### config.mk
export PLATFORM = sky130hd
export DESIGN_NAME = ch0re_execute_flat
export DESIGN_NICKNAME = d
export VERILOG_FILES = /design/src/rtl/ch0re_execute_if.sv /design/src/rtl/ch0re_execute.sv /design/src/flat_wrapper.sv
export SDC_FILE = /design/constraint.sdc
export NUM_CORES = 1
export LEC_CHECK = 0
export CORE_AREA = 5 5 233 235
export DETAILED_ROUTE_END_ITERATION = 10
export DIE_AREA = 0 0 238 240
export GPL_TIMING_DRIVEN = 0
export SLEW_MARGIN = 0
export SYNTH_ARGS = -nofsm -noshare
export SYNTH_HDL_FRONTEND = slang
export SYNTH_SLANG_ARGS = --single-unit
### constraint.sdc
create_clock -name i_clk -period 5.2 [get_ports i_clk]
set_input_delay 0.52 -clock i_clk [delete_from_list [all_inputs] [get_ports i_clk]]
set_output_delay 0.52 -clock i_clk [all_outputs]
set_load 0.05 [all_outputs]
### src/rtl/ch0re_execute_if.sv
// rtl/ch0re_execute_if.sv - shared ALU types and the execute/ALU interface
package ch0re_pkg;

  typedef enum logic [3:0] {
    ALU_ADD, ALU_SUB, ALU_AND, ALU_OR, ALU_XOR, ALU_SLL, ALU_SRL, ALU_SRA,
    ALU_SLT, ALU_SLTU, ALU_EQ, ALU_NE, ALU_LT, ALU_LTU, ALU_GE, ALU_GEU
  } alu_op_e;

  // DT_WORD asks the ALU to sign-extend its result from bit 31
  typedef enum logic {
    DT_DWORD = 1'b0,
    DT_WORD  = 1'b1
  } data_type_e;

endpackage

// o_flag_zero reports i_s1 == i_s2; o_flag_less reports i_s1 < i_s2,
// unsigned for the *U comparisons and signed otherwise.
interface ch0re_alu_intf;
  import ch0re_pkg::*;

  alu_op_e     i_op;
  data_type_e  i_i64;
  logic [63:0] i_s1;
  logic [63:0] i_s2;
  logic [63:0] o_res;
  logic        o_flag_zero;
  logic        o_flag_less;

  modport master (
    output i_op, i_i64, i_s1, i_s2,
    input  o_res, o_flag_zero, o_flag_less
  );

  modport slave (
    input  i_op, i_i64, i_s1, i_s2,
    output o_res, o_flag_zero, o_flag_less
  );
endinterface

### src/rtl/ch0re_execute.sv
// rtl/ch0re_execute.sv - ch0re execute stage: ALU operand select, branch resolve, EX/MEM register
module ch0re_execute
  import ch0re_pkg::*;
(
  input  logic        i_clk,
  input  logic        i_rst,
  input  logic        i_valid,
  output logic        o_ready,
  input  logic [63:0] i_pc,
  input  alu_op_e     i_alu_op,
  input  data_type_e  i_i64,
  input  logic [63:0] i_rs1_data,
  input  logic [63:0] i_rs2_data,
  input  logic [63:0] i_imm,
  input  logic        i_use_imm,
  input  logic        i_use_pc,
  input  logic        i_is_branch,
  input  logic        i_is_jump,
  input  logic [4:0]  i_rd,
  input  logic        i_wb_en,
  input  logic        i_flush,
  ch0re_alu_intf.master alu,
  output logic        o_valid,
  input  logic        i_ready,
  output logic [63:0] o_res,
  output logic [4:0]  o_rd,
  output logic        o_wb_en,
  output logic        o_redirect,
  output logic [63:0] o_redirect_pc
);

  logic        accept;
  logic        dequeue;
  logic        cond;
  logic        taken;
  logic [63:0] branch_target;
  logic [63:0] link_addr;
  logic [63:0] target;
  logic [63:0] result;
  logic        wb_next;

  // Stage is free when empty or when MEM drains the current entry this cycle
  assign o_ready = !o_valid || i_ready;

  // The instruction right behind a taken transfer is wrong-path and is dropped
  assign accept  = i_valid && o_ready && !i_flush && !o_redirect;
  assign dequeue = o_valid && i_ready;

  // Dedicated adders keep the branch target and link address off the ALU
  assign branch_target = i_pc + i_imm;
  assign link_addr     = i_pc + 64'd4;

  // ALU operand and opcode selection; branches compare rs1/rs2, jumps add
  always_comb begin
    alu.i_op  = i_alu_op;
    alu.i_i64 = i_i64;
    alu.i_s1  = i_use_pc ? i_pc : i_rs1_data;
    alu.i_s2  = i_use_imm ? i_imm : i_rs2_data;
    if (i_is_branch) begin
      alu.i_i64 = DT_DWORD;
      alu.i_s1  = i_rs1_data;
      alu.i_s2  = i_rs2_data;
    end else if (i_is_jump) begin
      alu.i_op  = ALU_ADD;
      alu.i_i64 = DT_DWORD;
    end
  end

  // Resolve control transfer, target, result and writeback enable
  always_comb begin
    cond = 1'b0;
    case (i_alu_op)
      ALU_EQ:          cond = alu.o_flag_zero;
      ALU_NE:          cond = !alu.o_flag_zero;
      ALU_LT, ALU_LTU: cond = alu.o_flag_less;
      ALU_GE, ALU_GEU: cond = !alu.o_flag_less;
      default:         cond = 1'b0;
    endcase
    taken   = i_is_jump || (i_is_branch && cond);
    target  = i_is_jump ? (alu.o_res & ~64'h1) : branch_target;
    result  = i_is_jump ? link_addr : alu.o_res;
    wb_next = i_is_branch ? 1'b0 : i_wb_en;
  end

  // EX/MEM register and one-cycle redirect pulse; flush beats hold, accept and redirect
  always_ff @(posedge i_clk or posedge i_rst) begin
    if (i_rst) begin
      o_valid       <= 1'b0;
      o_res         <= 64'd0;
      o_rd          <= 5'd0;
      o_wb_en       <= 1'b0;
      o_redirect    <= 1'b0;
      o_redirect_pc <= 64'd0;
    end else if (i_flush) begin
      o_valid    <= 1'b0;
      o_redirect <= 1'b0;
    end else if (accept) begin
      o_valid    <= 1'b1;
      o_res      <= result;
      o_rd       <= i_rd;
      o_wb_en    <= wb_next;
      o_redirect <= taken;
      if (taken) begin
        o_redirect_pc <= target;
      end
    end else begin
      if (dequeue) begin
        o_valid <= 1'b0;
      end
      o_redirect <= 1'b0;
    end
  end

endmodule

### src/flat_wrapper.sv
// flat-port wrapper written by rule: the top's interface ports become plain ports
module ch0re_execute_flat import ch0re_pkg::*;
  (i_clk, i_rst, i_valid, o_ready, i_pc, i_alu_op, i_i64, i_rs1_data, i_rs2_data, i_imm, i_use_imm, i_use_pc, i_is_branch, i_is_jump, i_rd, i_wb_en, i_flush, o_valid, i_ready, o_res, o_rd, o_wb_en, o_redirect, o_redirect_pc, alu_i_op, alu_i_i64, alu_i_s1, alu_i_s2, alu_o_res, alu_o_flag_zero, alu_o_flag_less);
  ch0re_alu_intf alu_i ();
  input  logic i_clk;
  input  logic i_rst;
  input  logic i_valid;
  output logic o_ready;
  input  logic [63:0] i_pc;
  input  alu_op_e i_alu_op;
  input  data_type_e i_i64;
  input  logic [63:0] i_rs1_data;
  input  logic [63:0] i_rs2_data;
  input  logic [63:0] i_imm;
  input  logic i_use_imm;
  input  logic i_use_pc;
  input  logic i_is_branch;
  input  logic i_is_jump;
  input  logic [4:0] i_rd;
  input  logic i_wb_en;
  input  logic i_flush;
  output logic o_valid;
  input  logic i_ready;
  output logic [63:0] o_res;
  output logic [4:0] o_rd;
  output logic o_wb_en;
  output logic o_redirect;
  output logic [63:0] o_redirect_pc;
  output wire logic [$bits(alu_i.i_op)-1:0] alu_i_op;
  output wire logic [$bits(alu_i.i_i64)-1:0] alu_i_i64;
  output wire logic [$bits(alu_i.i_s1)-1:0] alu_i_s1;
  output wire logic [$bits(alu_i.i_s2)-1:0] alu_i_s2;
  input wire logic [$bits(alu_i.o_res)-1:0] alu_o_res;
  input wire logic [$bits(alu_i.o_flag_zero)-1:0] alu_o_flag_zero;
  input wire logic [$bits(alu_i.o_flag_less)-1:0] alu_o_flag_less;
  assign alu_i_op = alu_i.i_op;
  assign alu_i_i64 = alu_i.i_i64;
  assign alu_i_s1 = alu_i.i_s1;
  assign alu_i_s2 = alu_i.i_s2;
  assign alu_i.o_res = alu_o_res;
  assign alu_i.o_flag_zero = alu_o_flag_zero;
  assign alu_i.o_flag_less = alu_o_flag_less;
  ch0re_execute u_core (.i_clk(i_clk), .i_rst(i_rst), .i_valid(i_valid), .o_ready(o_ready), .i_pc(i_pc), .i_alu_op(i_alu_op), .i_i64(i_i64), .i_rs1_data(i_rs1_data), .i_rs2_data(i_rs2_data), .i_imm(i_imm), .i_use_imm(i_use_imm), .i_use_pc(i_use_pc), .i_is_branch(i_is_branch), .i_is_jump(i_is_jump), .i_rd(i_rd), .i_wb_en(i_wb_en), .i_flush(i_flush), .alu(alu_i), .o_valid(o_valid), .i_ready(i_ready), .o_res(o_res), .o_rd(o_rd), .o_wb_en(o_wb_en), .o_redirect(o_redirect), .o_redirect_pc(o_redirect_pc));
endmodule
After elaboration in Yosys (flattened, before gate mapping)
Index checks and enable logic that the tools add are counted.
{ "word_totals": {"ramBits": 0, "memories": 0, "regBits": 136, "romBits": 0, "latchBits": 0, "out_inout_bits": 270, "in_bits": 342, "elab_cells": 49} }
{ "classes": {"n_shift": 0, "n_mux": 17, "bitwise_logic": 1, "multipliers": 0, "reduce_logical": 17, "magnitude_cmp": 0, "n_div": 0, "eq_ne": 6, "addsub": 2} }
{ "ops": {"columns": ["operator", "n"], "rows": [
  ["2-to-1 mux 64 bit", 6],
  ["adder 64 x 3 -> 64 bit, second input constant", 1],
  ["adder 64 bit", 1],
  ["equality test 4 bit, second input constant", 6],
  ["2-to-1 mux 1 bit", 8],
  ["2-to-1 mux 4 bit", 2],
  ["logical AND 1 bit", 5],
  ["logical NOT 1 bit", 5],
  ["one-hot mux 1 bit (4 select lines)", 1],
  ["OR reduction 2 bit", 2],
  ["AND reduction 3 bit", 1],
  ["nonzero test 3 bit", 1],
  ["logical OR 1 bit", 2],
  ["AND reduction 2 bit", 1],
  ["NOT 1 bit", 1]
]} }

Depth between registers and ports, before layout
Gate-level depths: netlist (run 1).
{ "depth": {"depth_word": 7, "depth_mapped": 13, "ltp_nobuf": 13} }

Worst setup path after synthesis (run 1)
No wires, ideal clock.
{ "synth_path": {"kind": "input to register", "startpoint": "input i_pc[0]", "endpoint": "register u_core.o_redirect_pc[62]", "cell_stages": 13, "t_arrival_ns": 3.119, "setup_time_ns": 0.137, "slack_ns": 1.944, "path_buffers": 0, "required_ns": 5.063, "path_cell_list": "ha_1 > fa_1 > a211oi_1 > nor2_1 > a21oi_1 > o21ai_1 > a31oi_1 > o21ai_1 > a21o_1 > a311oi_1 > nor3b_1 > nor4_1 > a311oi_1"} }
{ "synth_via": {"elab_chain_len": 2} }
{ "synth_lines": {"columns": ["element", "line_no", "text"], "rows": [
  ["start, declared", "flat_wrapper.sv:9", "input logic [63:0] i_pc;"],
  ["adder 64 bit", "ch0re_execute.sv:50", "assign branch_target = i_pc + i_imm;"],
  ["2-to-1 mux 64 bit", "ch0re_execute.sv:80", "target = i_is_jump ? (alu.o_res & ~64'h1) : branch_target;"],
  ["end signal, assigned", "ch0re_execute.sv:104", "o_redirect_pc <= target;"],
  ["end, declared", "ch0re_execute.sv:29", "output logic [63:0] o_redirect_pc"]
]} }
No other way between the ends.
A chain may end at the register's enable or synchronous reset.

Final worst setup path (run 1)
{ "layout_path": {"startpoint": "input i_is_branch", "endpoint": "output alu_i_s1[62]"} }
{ "layout_via": {"elab_chain_len": 1} }
{ "layout_lines": {"columns": ["element", "line_no", "text"], "rows": [
  ["start, declared", "flat_wrapper.sv:17", "input logic i_is_branch;"],
  ["2-to-1 mux 64 bit", "ch0re_execute.sv:59", "if (i_is_branch) begin"],
  ["end, declared", "flat_wrapper.sv:31", "output wire logic [$bits(alu_i.i_s1)-1:0] alu_i_s1;"]
]} }
No other way between the ends.

==> results of run 1 <==
cells in the final DEF, fill, tap and decap left out, drive strengths merged, types with 60 or more instances in the layout:
cell,count
clkdlybuf4s50,611
nand2,257
nor2,86
mux2,129
ha,64
xnor2,60
clkbuf,96
a21oi,122
dfrtp,136
o21ai,225
repair_timing:
item,CTS,global route
gates resized for setup,1,0
setup buffers,0,0
endpoints found under the setup margin,6,0
hold endpoints to repair,0,0
kinds of logic after synthesis:
group                      after synthesis  synth area share, %
buffers and inverters                  112                 3.52
DFF                                    136                 27.8
xor gates and xnor gates               114                 8.15
adders and majority gates               65                 6.70
and+or+nand+nor                        519                 19.4
AOI/OAI and AO/OA                      467                 21.7
muxes                                  139                 12.7
stage by stage:
stage / instances / setup slack (ns) / total power (W)
4_1_cts: 2884 / 0.147 / 0.00595
6_report: 2889 / 0.385 / 0.00590
3_5_place_dp: 2853 / -0.138 / 0.00468
2_1_floorplan: 1552 / 1.04 / 0.00333
3_3_place_gp: 2851 / -1.34 / 0.00465
5_1_grt: 2889 / 0.124 / 0.00616
power breakdown:
part | switching [W] | total, W | internal, W
logic | 0.00210 | 0.00325 | 0.00115
clock network | 0.000519 | 0.00124 | 0.000724
registers | 0.000128 | 0.00141 | 0.00129
flip-flops by register name, indices dropped and copies added (netlist names):
| name | count |
|---|---|
| u_core.o_redirect | 1 |
| u_core.o_valid | 1 |
| u_core.o_wb_en | 1 |
| u_core.o_res | 64 |
| u_core.o_redirect_pc | 64 |
| u_core.o_rd | 5 |
how the worst max path moves through the flow:
stage | end | cells after the start | start | slack (ns)
after floorplan | u_core.o_rd[0] | 1 | i_rst | 1.04
after global placement | u_core.o_redirect_pc[22] | 2 | i_rst | -1.34
after detailed placement | alu_i_s1[62] | 7 | i_is_branch | -0.14
after CTS | alu_i_s1[62] | 7 | i_is_branch | 0.15
after global routing | alu_i_s1[62] | 7 | i_is_branch | 0.12
final | alu_i_s1[62] | 7 | i_is_branch | 0.39
per-layer routing:
metal  routed length, µm  part of all wire (%)  global-route usage, %
met1               28100                    42                   28.3
met2               32900                    49                   38.2
met5                   0                     0                      0
met3                4440                   6.6                   4.29
met4                1870                   2.8                   7.72
tightest hold or removal path, stage by stage, from the launching register on:
cell and delay (ns):
dfrtp_1 0.34, nand2_1 0.04, o21ai_0 0.06
final cells by class:
type                       count  area, µm²  share of cell area (%)
antenna                        5       12.5                  0.0629
sequential                   136       3400                    17.1
tap                          688        861                    4.33
clock buffer                  19        453                    2.28
clock inverter                12        128                   0.642
buffer                        91        355                    1.79
multi-input combinational   1304       8410                    42.3
inverter                      21       83.8                   0.422
timing repair buffer         613       6170                    31.0
==> results.tsv, run 1 <==
metric	value	unit
status	finished clean	
clock-skew-final	0.00937	ns
synthDominantAreaCellType	dfrtp_1	
die_footprint	57100	µm²
worst_slew_pin_slew	1.09	ns
timing.rr.end	u_core.o_redirect_pc[31]	
setup_viol_count_final	0	
syn_avg_cell_area	7.89	µm²
drc_errors	0	
yosysUniqueCellTypes	60	
initial_utilization	23.5	%
worstPathCellList	clkdlybuf4s50_1 > nand2b_1 > clkbuf_1 > clkbuf_2 > clkbuf_1 > mux2_2 > clkdlybuf4s50_1	
synth-edff-count	0	
core-area	52000	µm²
clock_transition_at_the_register_clock_pins_on_the_worst_setup_and_hold_paths_after_cts	0.06	ns
cp-start-kind	input port	
die_width	238	µm
area_growth_syn_to_layout	62.3	%
globalRouteTotalUtil	22.3	%
drt-wirelength-per-cell	23.3	µm
synth_seq_area_share	27.8	%
die_h	240	µm
critical-path-max-stage-delay	0.70	ns
globalplace.congestion	0.943	
r2r_cells	9	
maxCapViolCount	0	
reg2reg_setup_slack	1.55	ns
grt_overflow_total	0	
clk_buf_depth	2	
fin_setup_tns	0	ns
clock_latency	0.46	ns
worst_r2r_start	u_core.o_redirect	
fraction_of_synthesis_flops_using_an_asynchronous_set_or_reset_pin	100	%
synthesis.instances	1552	
row_count	84	
final_net_count	2591	
num_io_pins	612	
dpl.hpwl	56200	µm
worstSetupEndpointType	output pin	
grt_pass1_wl	96200	µm
yosys_most_used_dff	dfrtp_1	
tritoncts	built	
route.detailed.vias_per_inst	5.04	
holdCritPathClass	flop to flop	
yosysMostFrequentCell	nand2_1	
layout.core_utilization	38.2	%
final.fill_count	5388	
irDropWorstVdd	0.256	mV
drt.antenna.violating_nets	0	
num_vias	14556	
synth_area	12200	µm²
worst-setup-path-type	input port to output pin	
ys_top_cells_by_count	257 x nand2_1, 214 x o21ai_0, 136 x dfrtp_1, 129 x mux2_2, 122 x a21oi_1	
netlist.area_leader.share	27.8	%
period_minus_slack	4.81	ns
placement.io_buffers	611	
via_count_of_the_first_global_routing_pass	14742	
timing.critical_path.buf_inv	5	
crit_path_max_delay_cell_type	clkbuf_1	
synthesis.nets	1959	
tritoncts.num_buffers	17	
crit_fanout	10	
final_design_area_no_fill	19900	µm²
hold_end	u_core.o_res[3]	
placedInstanceArea	19300	µm²
fin_crit_share	92.6	%
power-per-cell-area	297	nW/µm²
yosys_register_bits	136	
largest_net_degree_at_the_start_of_global_routing	87	
htreeDepth	4	
clock_sinks	136	
max-slew-margin-rel	27.4	%
fmaxAchievable	208	MHz
final-hold-violation-count	0	
timing.critical_path.max_delay_family	buffers and inverters	
final_hold_slack	0.475	ns
clk_root_buffer_cell	clkbuf_16	
detail_route.wirelength	67300	µm
grt_antenna_before_repair	5	
synth.top_cells.by_area	dfrtp_1 28%, mux2_2 12%, o21ai_0 8.7%, nand2_1 7.9%, ha_1 6.5%	
cts_hold_repair.buffers	0	
arrival_time_of_the_worst_setup_path	4.29	ns
drive_gt1_share	8.29	%
rsz0062_at_grt	false	
drt_iter0_drc	858	
cp.required	4.68	ns
holdCritStartpoint	u_core.o_res[3]	
synth-warning-count	0	
detail_route.first_pass.iterations	5	
static_leakage	7.96	nW
slew_violations	0	
hold_path_depth	2	
No activity file was read; power rests on OpenSTA's default activity.
==> run 2: changes to the inputs <==
--- a/config.mk
+++ b/config.mk
@@ -9,6 +9,7 @@
 export DETAILED_ROUTE_END_ITERATION = 10
 export DIE_AREA = 0 0 238 240
 export GPL_TIMING_DRIVEN = 0
+export PLACE_DENSITY = 0.62
 export SLEW_MARGIN = 0
 export SYNTH_ARGS = -nofsm -noshare
 export SYNTH_HDL_FRONTEND = slang
==> results.tsv, run 2 (synthesized netlist as in run 1, its figures left out) <==
metric	value	unit	change
timing.critical_path.max_delay_family	buffers and inverters		unchanged
r2r_cells	9		unchanged
route.detailed.vias_per_inst	5.07		was 5.04
max-slew-margin-rel	28.6	%	was 27.4%
drc_errors	0		unchanged
critical_path.startpoint	i_is_branch		unchanged
crit_path_max_delay_cell_type	clkbuf_1		unchanged
layout.cells.most_common	clkdlybuf4s50_1		unchanged
fin_crit_share	94.6	%	was 92.6%
cp-start-kind	input port		unchanged
setup_viol_count_final	0		unchanged
timing.rr.end	u_core.o_redirect_pc[35]		was u_core.o_redirect_pc[31]
initial_utilization	23.5	%	unchanged
final_net_count	2589		was 2591
die_width	238	µm	unchanged
globalplace.congestion	0.941		was 0.943
placement.io_buffers	611		unchanged
period_minus_slack	4.92	ns	was 4.81 ns
cp.required	4.68	ns	about the same
area_growth_syn_to_layout	62.0	%	was 62.3%
via_count_of_the_first_global_routing_pass	14731		was 14742
fmaxAchievable	203	MHz	was 208 MHz
irDropWorstVdd	0.265	mV	was 0.256 mV
biggestRegsByFlops	u_core.o_redirect_pc x64, u_core.o_res x64, u_core.o_rd x5		unchanged
clock_latency	0.46	ns	about the same
htreeDepth	4		unchanged
worstPathCellList	clkdlybuf4s50_1 > nand2b_1 > clkbuf_1 > clkbuf_1 > mux2_2 > clkdlybuf4s50_1		was clkdlybuf4s50_1 > nand2b_1 > clkbuf_1 > clkbuf_2 > clkbuf_1 > mux2_2 > clkdlybuf4s50_1
clk_buf_depth	2		unchanged
multiInputGateArea	8410	µm²	unchanged
globalRouteTotalUtil	22.4	%	was 22.3%
fin_total_pwr	0.00592	W	was 0.00590 W
status	finished clean		unchanged
grt_pass1_wl	95700	µm	was 96200 µm
crit_fanout	10		unchanged
largest_net_degree_at_the_start_of_global_routing	83		was 87
dpl.hpwl	56100	µm	was 56200 µm
tritoncts.num_buffers	17		unchanged
detail_route.first_pass.iterations	5		unchanged
drt.antenna.violating_nets	0		unchanged
detail_route.wirelength	67700	µm	was 67300 µm
row_count	84		unchanged
rsz0062_at_grt	false		unchanged
arrival_time_of_the_worst_setup_path	4.40	ns	was 4.29 ns
final.fill_count	5347		was 5388
seqCellArea	3400	µm²	unchanged
drt-wirelength-per-cell	23.5	µm	was 23.3 µm
grt_overflow_total	0		unchanged
clock_sinks	136		unchanged
die_footprint	57100	µm²	unchanged
mostFrequentLayoutCells	611 x clkdlybuf4s50_1, 257 x nand2_1, 214 x o21ai_0		unchanged
drive_gt1_share	8.29	%	about the same
slew_violations	0		unchanged
grt_antenna_before_repair	1		was 5
worstSetupEndpointType	output pin		unchanged
die_h	240	µm	unchanged
holdCritPathClass	flop to flop		unchanged
timing.critical_path.to	alu_i_s1[62]		unchanged
final-hold-violation-count	0		unchanged
num_io_pins	612		unchanged
post_cts_resized	0		was 1
tritoncts	built		unchanged
critical-path-max-stage-delay	0.74	ns	was 0.70 ns
worst-setup-path-type	input port to output pin		unchanged
cts_setup_buffers	0		unchanged
power-per-cell-area	298	nW/µm²	was 297 nW/µm²
num_vias	14609		was 14556
core-area	52000	µm²	unchanged
clock_transition_at_the_register_clock_pins_on_the_worst_setup_and_hold_paths_after_cts	0.06	ns	about the same
maxCapViolCount	0		unchanged
drt_iter0_drc	1060		was 858
cp_num_cells	6		was 7
worst_slew_pin_slew	1.07	ns	was 1.09 ns
reg2reg_setup_slack	1.42	ns	was 1.55 ns
worst_r2r_start	u_core.o_redirect		unchanged
fin_setup_tns	0	ns	unchanged
static_leakage	7.95	nW	was 7.96 nW
clk_root_buffer_cell	clkbuf_16		unchanged
clock-skew-final	0.0130	ns	was 0.00937 ns
final_hold_slack	0.476	ns	was 0.475 ns
timing.critical_path.buf_inv	4		was 5
run 2: cell type report:
type | count | area share, %
Multi-Input combinational cell | 1304 | 42.4
Timing Repair Buffer | 612 | 31.0
Sequential cell | 136 | 17.1
Tap cell | 688 | 4.34
Clock buffer | 18 | 2.21
Buffer | 90 | 1.77
Clock inverter | 14 | 0.756
Inverter | 21 | 0.422
Antenna cell | 1 | 0.0126
run 2: worst min-delay path: stages (launching register included):
cell	delay, ns
dfrtp_1	0.34
nand2_1	0.04
o21ai_0	0.05
run 2: metrics by stage:
stage,instances,worst slack (ns),cell area [µm²],utilization [%]
2_1_floorplan,1552,1.04,12200,-
3_3_place_gp,2851,-1.40,19200,37.0
3_5_place_dp,2852,-0.0696,19300,37.0
4_1_cts,2883,0.0812,19800,38.1
5_1_grt,2884,0.0700,19800,38.2
6_report,2884,0.282,19800,38.2
run 2: where the power goes:
part | internal (W) | switching (W) | total [W]
combinational | 0.00115 | 0.00209 | 0.00324
sequential | 0.00129 | 0.000133 | 0.00142
clock | 0.000720 | 0.000540 | 0.00126
total | 0.00315 | 0.00277 | 0.00592
run 2: repair_timing:
| item | 4_1_cts | 5_1_grt |
|---|---|---|
| setup endpoints to repair | 5 | 0 |
| hold endpoints to repair | 0 | 0 |
| hold buffers | 0 | 0 |
run 2: layer usage:
layer / GRT usage (%) / vias to the layer above / wire length [µm]
met2: 38.4 / 663 / 33000
li1: - / 6816 / -
met5: 0 / - / 0
met3: 5.31 / 95 / 5370
met4: 7.39 / 0 / 1870
met1: 27.8 / 7035 / 27500
run 2: worst min path at each step:
stage | startpoint | to | depth (start not counted)
after floorplan | i_flush | u_core.o_valid | 1
after global placement | u_core.o_res[56] | u_core.o_res[56] | 2
after detailed placement | u_core.o_res[22] | u_core.o_res[22] | 2
after CTS | u_core.o_res[22] | u_core.o_res[22] | 2
after global routing | u_core.o_res[41] | u_core.o_res[41] | 2
final | u_core.o_res[41] | u_core.o_res[41] | 2
